[src/rtl/pipe_stage_reg.sv]
// Inter-stage pipeline register with stall/flush/bubble canonicalisation and saturating stall/flush counters.
// One-cycle latency when en=1; en=0 holds the payload, and flush overrides a hold to insert a bubble.
module pipe_stage_reg #(
  parameter int          IW       = 32,
  parameter int          PW       = 32,
  parameter logic [31:0] RESET_PC = 32'h0000_3000,
  parameter int          EW       = 5,
  parameter int          CW       = 16
) (
  input  logic          clk,
  input  logic          reset,
  input  logic          en,
  input  logic          flush,
  input  logic          cnt_clr,
  input  logic [IW-1:0] instr_in,
  input  logic [PW-1:0] pc_in,
  input  logic [EW-1:0] exc_in,
  input  logic          bd_in,
  input  logic          valid_in,
  output logic [IW-1:0] instr_out,
  output logic [PW-1:0] pc_out,
  output logic [EW-1:0] exc_out,
  output logic          bd_out,
  output logic          valid_out,
  output logic [CW-1:0] stall_cnt,
  output logic [CW-1:0] flush_cnt
);

  localparam logic [PW-1:0] RESET_PC_W = PW'(RESET_PC);

  logic [IW-1:0] instr_q, instr_d;
  logic [PW-1:0] pc_q, pc_d;
  logic [EW-1:0] exc_q, exc_d;
  logic          bd_q, bd_d;
  logic          valid_q, valid_d;
  logic [CW-1:0] stall_q, stall_d;
  logic [CW-1:0] flush_q, flush_d;

  always_comb begin
    instr_d = instr_q;
    pc_d    = pc_q;
    exc_d   = exc_q;
    bd_d    = bd_q;
    valid_d = valid_q;
    // A flush and a load both take the upstream PC/bd; only a real
    // instruction that is loaded (not flushed) keeps instr/exc/valid.
    if (flush || en) begin
      pc_d    = pc_in;
      bd_d    = bd_in;
      instr_d = '0;
      exc_d   = '0;
      valid_d = 1'b0;
      if (!flush && valid_in) begin
        instr_d = instr_in;
        exc_d   = exc_in;
        valid_d = 1'b1;
      end
    end
  end

  always_comb begin
    stall_d = stall_q;
    flush_d = flush_q;
    if (cnt_clr) begin
      stall_d = '0;
      flush_d = '0;
    end else if (flush) begin
      if (!(&flush_q)) flush_d = flush_q + CW'(1);
    end else if (!en) begin
      if (!(&stall_q)) stall_d = stall_q + CW'(1);
    end
  end

  always_ff @(posedge clk) begin
    if (reset) begin
      instr_q <= '0;
      pc_q    <= RESET_PC_W;
      exc_q   <= '0;
      bd_q    <= 1'b0;
      valid_q <= 1'b0;
      stall_q <= '0;
      flush_q <= '0;
    end else begin
      instr_q <= instr_d;
      pc_q    <= pc_d;
      exc_q   <= exc_d;
      bd_q    <= bd_d;
      valid_q <= valid_d;
      stall_q <= stall_d;
      flush_q <= flush_d;
    end
  end

  assign instr_out = instr_q;
  assign pc_out    = pc_q;
  assign exc_out   = exc_q;
  assign bd_out    = bd_q;
  assign valid_out = valid_q;
  assign stall_cnt = stall_q;
  assign flush_cnt = flush_q;

endmodule
[config.mk]
export PLATFORM = sky130hd
export DESIGN_NAME = pipe_stage_reg
export DESIGN_NICKNAME = d
export VERILOG_FILES = /design/src/rtl/pipe_stage_reg.sv
export SDC_FILE = /design/constraint.sdc
export NUM_CORES = 1
export LEC_CHECK = 0
export ABC_AREA = 1
export CAP_MARGIN = 5
export CORE_AREA = 3 3 119 93
export CTS_BUF_LIST = sky130_fd_sc_hd__clkbuf_4 sky130_fd_sc_hd__clkbuf_8
export DETAILED_ROUTE_END_ITERATION = 8
export DIE_AREA = 0 0 122 96
export PLACE_DENSITY = 0.78
export SLEW_MARGIN = 20
export SYNTH_ARGS = -nofsm -noshare
export SYNTH_HDL_FRONTEND = slang
export SYNTH_SLANG_ARGS = --single-unit
[constraint.sdc]
create_clock -name clk -period 1.7 [get_ports clk]
set_input_delay 0.425 -clock clk [delete_from_list [all_inputs] [get_ports clk]]
set_output_delay 0.425 -clock clk [all_outputs]
set_load 0.02 [all_outputs]
==> metrics <==
final hold vios 0; min cycle time layout between 1.5 and 2 ns; Unique masters post-synth 28; Slew Limit Headroom 0.691; Layout area overhead 49.5%; via count around 4800; WS Path Type reg2out; vias in the first global route between 4000 and 5000; RR Endpoint stall_cnt[13]; global-route wire length before repair roughly 21000 um; max-slew violation count 0; die footprint between 10000 and 15000 sq um; # nets final around 860; fillcell total 932; Setup Skew roughly 0.0080 ns; htree depth 3; core area 10000 sq um; Core Util, Final 0.647; Slowest-stage cell, CP dfxtp_1; type of origin of the critical path flip-flop; gr ovfl total 0; CTS tree built; Num CTS Buffers 9; root buf cell clkbuf_8; P_leak about 2.8 nW; clk buf depth 2; Ys Warns 0; post-synthesis sequential area ratio 0.474; fraction of layout cells with a size suffix above 1 0.0823; RePlAce Congestion 0.916; worst hold path depth 2; CP endpoint kind primary output; crit-path leading delay family flip-flops; # DRC 0; Slew @ Worst Pin 0.463 ns; Clk Latency, worst-skew pair 0.36 ns; status complete, no violations; initial antenna violation count 0; Antenna Cells 0; Routed WL roughly 13000 um; CP required 1.27 ns; final worst-path cycle share 0.970; DIE HEIGHT roughly 96 um; Synth Register Bits ~100; syn nets 679; drt pass-1 iters 4; Ports 179; reg2reg setup slack about 0.16 ns; reg2reg path depth 9; iteration-0 DRC count of the detailed router between 300 and 400; CP peak stage delay roughly 0.48 ns; buffer and inverter count on the worst path 1; largest net degree at the start of global routing 45; WP data arrival between 1 and 1.5 ns; PortBufs ~180; Critical Path Fanout Max 6; Vias/cell 5.13; VDD IR max 0.469 mV; max-cap viol count 0; hold_sp instr_out[31]; DP Wirelength around 10000 um; endpoints failing setup 0; initial core utilization 0.433; die width about 120 um; Synth Instances 601; Final ANT Viol Nets 0; Netlist Area Pre-Place between 4000 and 5000 sq um; Hold WC Path Type reg2reg; GR Util All Layers 0.224; R2R Path Start stall_cnt[0]; syn_area_per_cell ~7.2 sq um; RSZ-0062 raised after global routing false; Power Density between 700 and 800 nW/um^2; Post-CTS Hold Fix Bufs 0; Routed WL per cell approximately 15 um; most frequent cells in the layout 124 x nand2_1, 112 x nor2_1, 103 x dlygate4sd2_1, 98 x dfxtp_1, 75 x clkdlybuf4s50_1; Max Fclk about 610 MHz; Cell Rows 32; Hold Path Sink instr_out[31]; Clock Pin Slew Worst Setup and Hold Paths 0.10 ns; clk sinks 103; cell-by-cell trace of the critical path dlygate4sd2_1; most common cell after layout, fill and taps aside nand2_1; setup_tns 0 ns
## where the power goes
group          switching, W  internal, W
sequential        0.0000404      0.00249
combinational      0.000367     0.000341
clock              0.000823     0.000567
total               0.00123      0.00340
## layout make-up
type / count / area (sq um) / area share
clock inverter: 5 / 33.8 / 0.00519
clock buffer: 11 / 139 / 0.0214
multi-input combinational: 432 / 2020 / 0.310
timing repair buffer: 206 / 1950 / 0.300
tap: 136 / 170 / 0.0262
inverter: 33 / 126 / 0.0194
sequential: 103 / 2070 / 0.318
## stage by stage
step	worst slack, ns	std cells	total power, W	area (sq um)	hold WS [ns]
global placement	-0.195	909	0.00333	6430	0.442
global route	0.000773	926	0.00484	6500	0.485
detailed placement	-0.242	909	0.00335	6430	0.444
CTS	0.0227	925	0.00467	6480	0.462
floorplan	0.148	601	0.00290	4350	0.536
finish	0.0514	926	0.00463	6500	0.460
## worst max-delay path by stage
stage	from	to	slack, ns	depth (start not counted)
2_1_floorplan	stall_cnt[0]	stall_cnt[0]	0.15	9
3_3_place_gp	en	stall_cnt[15]	-0.19	8
3_5_place_dp	en	pc_out[21]	-0.24	5
4_1_cts	flush_cnt[0]	flush_cnt[5]	0.02	9
5_1_grt	flush_cnt[12]	flush_cnt[0]	0.0008	7
6_report	stall_cnt[2]	stall_cnt[2]	0.05	1
## flip-flops by register name (all words and copies together) (netlist names)
name / cells
instr_out: 32
pc_out: 32
flush_cnt: 16
stall_cnt: 16
exc_out: 5
bd_out: 1
valid_out: 1
## cells by family (layout without fill, tap and decap cells)
logic type | count (synthesis) | after routing | synth area share
buffers and inverters | 66 | 255 | 0.0656
XOR/XNOR | 5 | 5 | 0.0101
flip-flops | 103 | 103 | 0.474
AO/OA/AOI/OAI | 99 | 99 | 0.114
AND/OR/NAND/NOR | 326 | 326 | 0.331
adder cells (fa/ha/maj) | 2 | 2 | 0.00575
## synthesized netlist by cell type
library cell | count | share of area
nand2_1 | 124 | 0.11
nor2_1 | 113 | 0.097
dfxtp_1 | 103 | 0.47
a21oi_1 | 60 | 0.069
nand4_1 | 41 | 0.059
o21ai_0 | 36 | 0.041
inv_1 | 28 | 0.024
nand3_1 | 26 | 0.030
clkbuf_1 | 23 | 0.020
buf_2 | 4 | 0.0046
buf_4 | 4 | 0.0069
nand2_2 | 4 | 0.0057
nor2_4 | 4 | 0.010
nor3_1 | 4 | 0.0046
xor2_1 | 4 | 0.0080
nor2_2 | 3 | 0.0043
nor3b_1 | 3 | 0.0052
buf_6 | 2 | 0.0052
clkinv_1 | 2 | 0.0017
ha_1 | 2 | 0.0057
inv_2 | 2 | 0.0017
nand3b_1 | 2 | 0.0034
o21ai_1 | 2 | 0.0023
a31oi_1 | 1 | 0.0014
inv_4 | 1 | 0.0014
nand3_2 | 1 | 0.0023
or2_1 | 1 | 0.0014
xnor2_1 | 1 | 0.0020
## metal layers
| metal | track usage | vias up | share of wire |
|---|---|---|---|
| met3 | 0.0893 | 12 | 0.094 |
| met2 | 0.377 | 174 | 0.47 |
| met4 | 0.0560 | 0 | 0.010 |
| met5 | 0 | - | 0 |
| met1 | 0.271 | 2221 | 0.42 |
| li1 | - | 2345 | - |
## repair_timing
action / in CTS / in global routing
endpoints found under the hold margin: 0 / 0
buffers inserted: 0 / 1
cloned: 0 / 0
gates resized for setup: 103 / 8
pin swaps: 0 / 2
endpoints found under the setup margin: 103 / 25
No activity file was read; power rests on OpenSTA's default activity.
